### src/rtl/divider_if.sv
// Start/busy/done handshake between the EX-stage controller (master) and the divider (slave).
interface divider_if #(
  parameter int unsigned WIDTH = 32
);
  logic             start;
  logic             sign;
  logic [WIDTH-1:0] ain;
  logic [WIDTH-1:0] bin;
  logic             busy;
  logic             done;
  logic [WIDTH-1:0] quot;
  logic [WIDTH-1:0] rem;

  modport master (
    output start, sign, ain, bin,
    input  busy, done, quot, rem
  );

  modport slave (
    input  start, sign, ain, bin,
    output busy, done, quot, rem
  );
endinterface

### src/rtl/divider.sv
// Radix-2 restoring divider for RISC-V DIV/DIVU/REM/REMU, one quotient bit per clock.
// Optional DIVIDER_FAST_SPECIAL_EN: divide-by-zero and signed overflow bypass CALC.
module divider #(
  parameter int unsigned WIDTH = 32
) (
  input logic      clk,
  input logic      rst,
  divider_if.slave bus
);
  localparam int unsigned CntW = $clog2(WIDTH) + 1;
  localparam logic [WIDTH-1:0] MinInt = {1'b1, {(WIDTH-1){1'b0}}};

  typedef enum logic [1:0] {StIdle, StCalc, StFix, StDone} state_e;

  state_e            state_q, state_d;
  logic [CntW-1:0]   cnt_q, cnt_d;
  logic [WIDTH:0]    prem_q, prem_d;
  logic [WIDTH-1:0]  dvd_q, dvd_d;
  logic [WIDTH-1:0]  dvs_q, dvs_d;
  logic [WIDTH-1:0]  ain_q, ain_d;
  logic              qneg_q, qneg_d;
  logic              rneg_q, rneg_d;
  logic              div0_q, div0_d;
  logic              ovf_q, ovf_d;
  logic [WIDTH-1:0]  quot_q, quot_d;
  logic [WIDTH-1:0]  rem_q, rem_d;

  logic              div0_in, ovf_in;
  logic [WIDTH+1:0]  shifted, diff;

  assign div0_in = (bus.bin == '0);
  assign ovf_in  = bus.sign && (bus.ain == MinInt) && (bus.bin == '1);

  // Extra top bit on the partial remainder keeps the borrow of the trial subtract.
  assign shifted = {prem_q, dvd_q[WIDTH-1]};
  assign diff    = shifted - {2'b00, dvs_q};

  always_comb begin
    state_d = state_q;
    cnt_d   = cnt_q;
    prem_d  = prem_q;
    dvd_d   = dvd_q;
    dvs_d   = dvs_q;
    ain_d   = ain_q;
    qneg_d  = qneg_q;
    rneg_d  = rneg_q;
    div0_d  = div0_q;
    ovf_d   = ovf_q;
    quot_d  = quot_q;
    rem_d   = rem_q;

    unique case (state_q)
      StIdle: begin
        if (bus.start) begin
          ain_d  = bus.ain;
          dvd_d  = (bus.sign && bus.ain[WIDTH-1]) ? -bus.ain : bus.ain;
          dvs_d  = (bus.sign && bus.bin[WIDTH-1]) ? -bus.bin : bus.bin;
          qneg_d = bus.sign && (bus.ain[WIDTH-1] ^ bus.bin[WIDTH-1]);
          rneg_d = bus.sign && bus.ain[WIDTH-1];
          div0_d = div0_in;
          ovf_d  = ovf_in;
          prem_d = '0;
          cnt_d  = '0;
`ifdef DIVIDER_FAST_SPECIAL_EN
          state_d = (div0_in || ovf_in) ? StFix : StCalc;
`else
          state_d = StCalc;
`endif
        end
      end
      StCalc: begin
        if (!diff[WIDTH+1]) begin
          prem_d = diff[WIDTH:0];
          dvd_d  = {dvd_q[WIDTH-2:0], 1'b1};
        end else begin
          prem_d = shifted[WIDTH:0];
          dvd_d  = {dvd_q[WIDTH-2:0], 1'b0};
        end
        cnt_d = cnt_q + 1'b1;
        if (cnt_q == CntW'(WIDTH - 1)) begin
          state_d = StFix;
        end
      end
      StFix: begin
        if (div0_q) begin
          quot_d = '1;
          rem_d  = ain_q;
        end else if (ovf_q) begin
          quot_d = MinInt;
          rem_d  = '0;
        end else begin
          quot_d = qneg_q ? -dvd_q : dvd_q;
          rem_d  = rneg_q ? -prem_q[WIDTH-1:0] : prem_q[WIDTH-1:0];
        end
        state_d = StDone;
      end
      StDone: begin
        state_d = StIdle;
      end
      default: begin
        state_d = StIdle;
      end
    endcase
  end

  always_ff @(posedge clk) begin
    if (rst) begin
      state_q <= StIdle;
      cnt_q   <= '0;
      prem_q  <= '0;
      dvd_q   <= '0;
      dvs_q   <= '0;
      ain_q   <= '0;
      qneg_q  <= 1'b0;
      rneg_q  <= 1'b0;
      div0_q  <= 1'b0;
      ovf_q   <= 1'b0;
      quot_q  <= '0;
      rem_q   <= '0;
    end else begin
      state_q <= state_d;
      cnt_q   <= cnt_d;
      prem_q  <= prem_d;
      dvd_q   <= dvd_d;
      dvs_q   <= dvs_d;
      ain_q   <= ain_d;
      qneg_q  <= qneg_d;
      rneg_q  <= rneg_d;
      div0_q  <= div0_d;
      ovf_q   <= ovf_d;
      quot_q  <= quot_d;
      rem_q   <= rem_d;
    end
  end

  assign bus.busy = (state_q != StIdle);
  assign bus.done = (state_q == StDone);
  assign bus.quot = quot_q;
  assign bus.rem  = rem_q;
endmodule
### src/flat_wrapper.sv
// flat-port wrapper written by rule: the top's interface ports become plain ports
module divider_flat 
#(
  parameter int unsigned WIDTH = 32
)
  (clk, rst, bus_start, bus_sign, bus_ain, bus_bin, bus_busy, bus_done, bus_quot, bus_rem);
  divider_if #(.WIDTH(WIDTH)) bus_i ();
  input logic clk;
  input logic rst;
  input wire logic [$bits(bus_i.start)-1:0] bus_start;
  input wire logic [$bits(bus_i.sign)-1:0] bus_sign;
  input wire logic [$bits(bus_i.ain)-1:0] bus_ain;
  input wire logic [$bits(bus_i.bin)-1:0] bus_bin;
  output wire logic [$bits(bus_i.busy)-1:0] bus_busy;
  output wire logic [$bits(bus_i.done)-1:0] bus_done;
  output wire logic [$bits(bus_i.quot)-1:0] bus_quot;
  output wire logic [$bits(bus_i.rem)-1:0] bus_rem;
  assign bus_i.start = bus_start;
  assign bus_i.sign = bus_sign;
  assign bus_i.ain = bus_ain;
  assign bus_i.bin = bus_bin;
  assign bus_busy = bus_i.busy;
  assign bus_done = bus_i.done;
  assign bus_quot = bus_i.quot;
  assign bus_rem = bus_i.rem;
  divider #(.WIDTH(WIDTH)) u_core (.clk(clk), .rst(rst), .bus(bus_i));
endmodule
### config.mk
export PLATFORM = sky130hd
export DESIGN_NAME = divider_flat
export DESIGN_NICKNAME = d
export VERILOG_FILES = /design/src/rtl/divider_if.sv /design/src/rtl/divider.sv /design/src/flat_wrapper.sv
export SDC_FILE = /design/constraint.sdc
export NUM_CORES = 1
export LEC_CHECK = 0
export ABC_AREA = 1
export CAP_MARGIN = 40
export CORE_AREA = 5 5 171 173
export DETAILED_ROUTE_END_ITERATION = 12
export DIE_AREA = 0 0 176 178
export GPL_TIMING_DRIVEN = 0
export HOLD_SLACK_MARGIN = 0.08
export PLACE_DENSITY = 0.77
export SLEW_MARGIN = 15
export SYNTH_ARGS = -nofsm -noshare
export SYNTH_HDL_FRONTEND = slang
export SYNTH_SLANG_ARGS = --single-unit
### constraint.sdc
create_clock -name clk -period 1.9 [get_ports clk]
set_input_delay 0.38 -clock clk [delete_from_list [all_inputs] [get_ports clk]]
set_output_delay 0.38 -clock clk [all_outputs]
set_load 0.005 [all_outputs]
==> qor.txt <==
Outcome: finished with violations
Violated checks: setup timing
# diodes: 0
First-pass GRT wire length: 90600 um
Total vias in the final route: 18.2k
Setup ws final: -0.396 ns
Worst VDD drop: 866 uV
Wire per inst: 21.0 um
Final Util: 74.0%
Critical path class: reg2reg
Hold buffer count at CTS: 0
Worst R2R End: u_core.prem_q[13]
Flop2flop setup slack: -0.40 ns
Reg area: 4220 sq um
Worst-path maximum fanout: 6
Fin crit share: 121%
GPL Wtd Cong: 1.01
Startpoint types: flip-flop
Design Area, Final: 20300 sq um
Hold path startpoint: bus_ain[1]
Number of global-route vias before repair: 16.6k
Syn Nets: 2456
Aggregate global routing overflow: 0
Area taken by multi-input logic gates: 10600 sq um
Final min period: 2.30 ns
Critical path required time: 2.29 ns
Syn avg cell area: 6.11 sq um
Fill cells: 2126
FFs w/ async S/R, synth: 0%
Synth warn: 0
HP Class: in2reg
Total Wirelength: 62900 um
Total core area: 27500 sq um
Row cnt: 61
Most common cell after layout, fill and taps aside: nand2_1
Vias per cell: 6.07
Predominant post-synthesis flop cell: dfxtp_1
Initial Util: 52.1%
Commonest cells after routing, fill and taps aside: 481 x nand2_1, 250 x inv_1, 194 x a21oi_1, 166 x o21ai_0, 162 x nand3_1
Worst Path Arrival: 2.68 ns
Max-cap violations: 0
Overall Global Routing Usage: 36.5%
Worst-Margin Slew: 0.816 ns
Synthesized netlist cell count: 2345
Die area: 31300 sq um
Reg clk slew, reported paths: 0.07 ns
Number of port buffers: 132
Final setup viols: 44
Worst rel slew slack: 45.6%
CTS max path bufs: 3
DIE WIDTH: 176 um
Pwr Density: 1350 nW/um^2
CTS tree: yes
Hold Fails Final Rpt: 0
Highest Clock Rate: 436 MHz
Number of synthesized register bits: 205
Final nets: 2740
Pleak: 8.95 nW
Routed Antenna Nets: 0
Synth cell types: 48
# DRC: 0
RSZ-0062 raised after global routing: yes
RR Startpoint: u_core.dvs_q[31]
Maximum number of pins on one net before global-route repair: 14
EDFF count, synth: 0
R2r worst-path depth: 13
H-tree depth: 1
Clk root buf: clkbuf_16
DP HPWL: 44700 um
Antenna violations before repair: 0
Mapped Area: 14300 sq um
CTS buffer count: 24
Skew-Pair Late Insertion Delay: 0.54 ns
Setup crit end kind: flip-flop
Final Max Tran Viols: 0
Worst Hold Path EP: u_core.ain_q[1]
Layout cells sized above 1: 26.7%
Setup_tns: -11.46 ns
Placed Area: 16100 sq um
P&R area growth vs syn: 42.1%
Clk_skew: 0.0125 ns
Min-Delay Path Depth: 3
Num ports: 134
Die Ht: 178 um
Sequential cell area fraction in the yosys report: 28.7%
Drt first-iter violations: 2266
Drt pass-1 iters: 8
Clock Sinks: 205
==> flip-flops by register name, indices dropped and copies added (netlist names) <==
signal,flops
u_core.ain_q,32
u_core.bus.quot,32
u_core.bus.rem,32
u_core.cnt_q,6
u_core.div0_q,1
u_core.dvd_q,32
u_core.dvs_q,32
u_core.ovf_q,1
u_core.prem_q,33
u_core.qneg_q,1
u_core.rneg_q,1
u_core.state_q,2
==> synth_stat cells (4+ instances only) <==
master / n / area [sq um]
buf_1: 8 / 30.0
a21oi_1: 231 / 1160
nor4_1: 10 / 62.6
nand2_2: 4 / 25.0
o21ai_1: 5 / 25.0
nor3_2: 6 / 60.1
buf_2: 10 / 50.1
buf_6: 11 / 124
clkbuf_1: 74 / 278
nor2_1: 188 / 706
xor2_1: 27 / 236
and2_1: 8 / 50.1
nand2_4: 4 / 45.0
nand4_1: 28 / 175
nand3_1: 264 / 1320
nand2_1: 561 / 2110
a31oi_1: 27 / 169
nor3_1: 32 / 160
inv_2: 4 / 15.0
nand3_2: 6 / 60.1
o22ai_1: 12 / 75.1
inv_1: 310 / 1160
o21ai_0: 175 / 876
xnor2_1: 20 / 175
dfxtp_1: 205 / 4100
nor2_2: 7 / 43.8
or2_2: 8 / 50.1
o211ai_1: 7 / 52.6
nand3b_1: 16 / 120
ha_1: 42 / 526
==> how the worst max path moves through the flow <==
stage	cells after the start	endpoint	slack (ns)	startpoint
after floorplan	17	u_core.prem_q[10]	-0.03	u_core.dvs_q[2]
final	13	u_core.prem_q[13]	-0.40	u_core.dvs_q[31]
after detailed placement	8	u_core.dvd_q[26]	-0.95	bus_start
after global routing	16	u_core.prem_q[25]	-0.47	u_core.prem_q[9]
after global placement	8	u_core.dvd_q[26]	-0.94	bus_start
after CTS	13	u_core.prem_q[1]	-0.24	u_core.dvs_q[29]
==> metrics by stage <==
step                      hold WS [ns]  setup slack [ns]  power, mW  std cells
after detailed placement         0.465            -0.953       17.4       2823
after floorplan                  0.446           -0.0279       13.3       2345
after global routing             0.237            -0.471       28.8       2990
after global placement           0.456            -0.942       17.3       2823
after CTS                        0.362            -0.241       24.7       2932
final                            0.205            -0.396       27.5       2990
==> critical path, stage by stage, from the launching register on <==
cell     delay, ns
dfxtp_2       0.33
inv_2         0.04
ha_4          0.29
inv_6         0.04
nor3_4        0.19
nand2_2       0.13
nor3_4        0.27
nand2_8       0.12
nand3_4       0.17
buf_12        0.15
buf_8         0.13
nand3_2       0.11
nand3_2       0.09
a21oi_1       0.08
==> power breakdown <==
group | leakage [nW] | total [mW] | switching, mW | internal [mW]
logic | 6.84 | 16.1 | 9.77 | 6.35
clock network | 0.401 | 5.01 | 2.00 | 3.01
registers | 1.71 | 6.35 | 0.918 | 5.43
total | 8.95 | 27.5 | 12.7 | 14.8
==> kinds of logic (layout without fill, tap and decap cells) <==
kind of cell / count (synthesis) / after routing / synth area share, %
AO/OA/AOI/OAI: 478 / 478 / 17.6
XOR/XNOR: 47 / 47 / 2.88
AND/OR/NAND/NOR: 1151 / 1152 / 35.3
buffers and inverters: 421 / 719 / 11.7
flip-flops: 205 / 205 / 28.7
adder cells (fa/ha/maj): 43 / 43 / 3.81
==> repair_timing <==
action	CTS	global route
gates cloned	11	1
endpoints found under the setup margin	203	174
pin swaps	72	135
setup buffers	59	57
gates resized for setup	374	322
==> metal layers <==
metal	GRT usage (%)	wire, um	vias to the layer above
met3	6.15	6460	327
li1	-	-	8282
met1	44.8	23200	8331
met5	0	0	-
met2	59.5	27900	1213
met4	23.8	5350	0
==> final cells by class <==
| type | instances | area share (%) |
|---|---|---|
| Sequential cell | 205 | 20.7 |
| Tap cell | 346 | 2.13 |
| Buffer | 102 | 3.00 |
| Timing Repair Buffer | 259 | 11.9 |
| Multi-Input combinational cell | 1720 | 51.9 |
| Inverter | 317 | 6.15 |
| Clock buffer | 26 | 2.99 |
| Clock inverter | 15 | 1.15 |
Power figures use the tool's default switching activity.
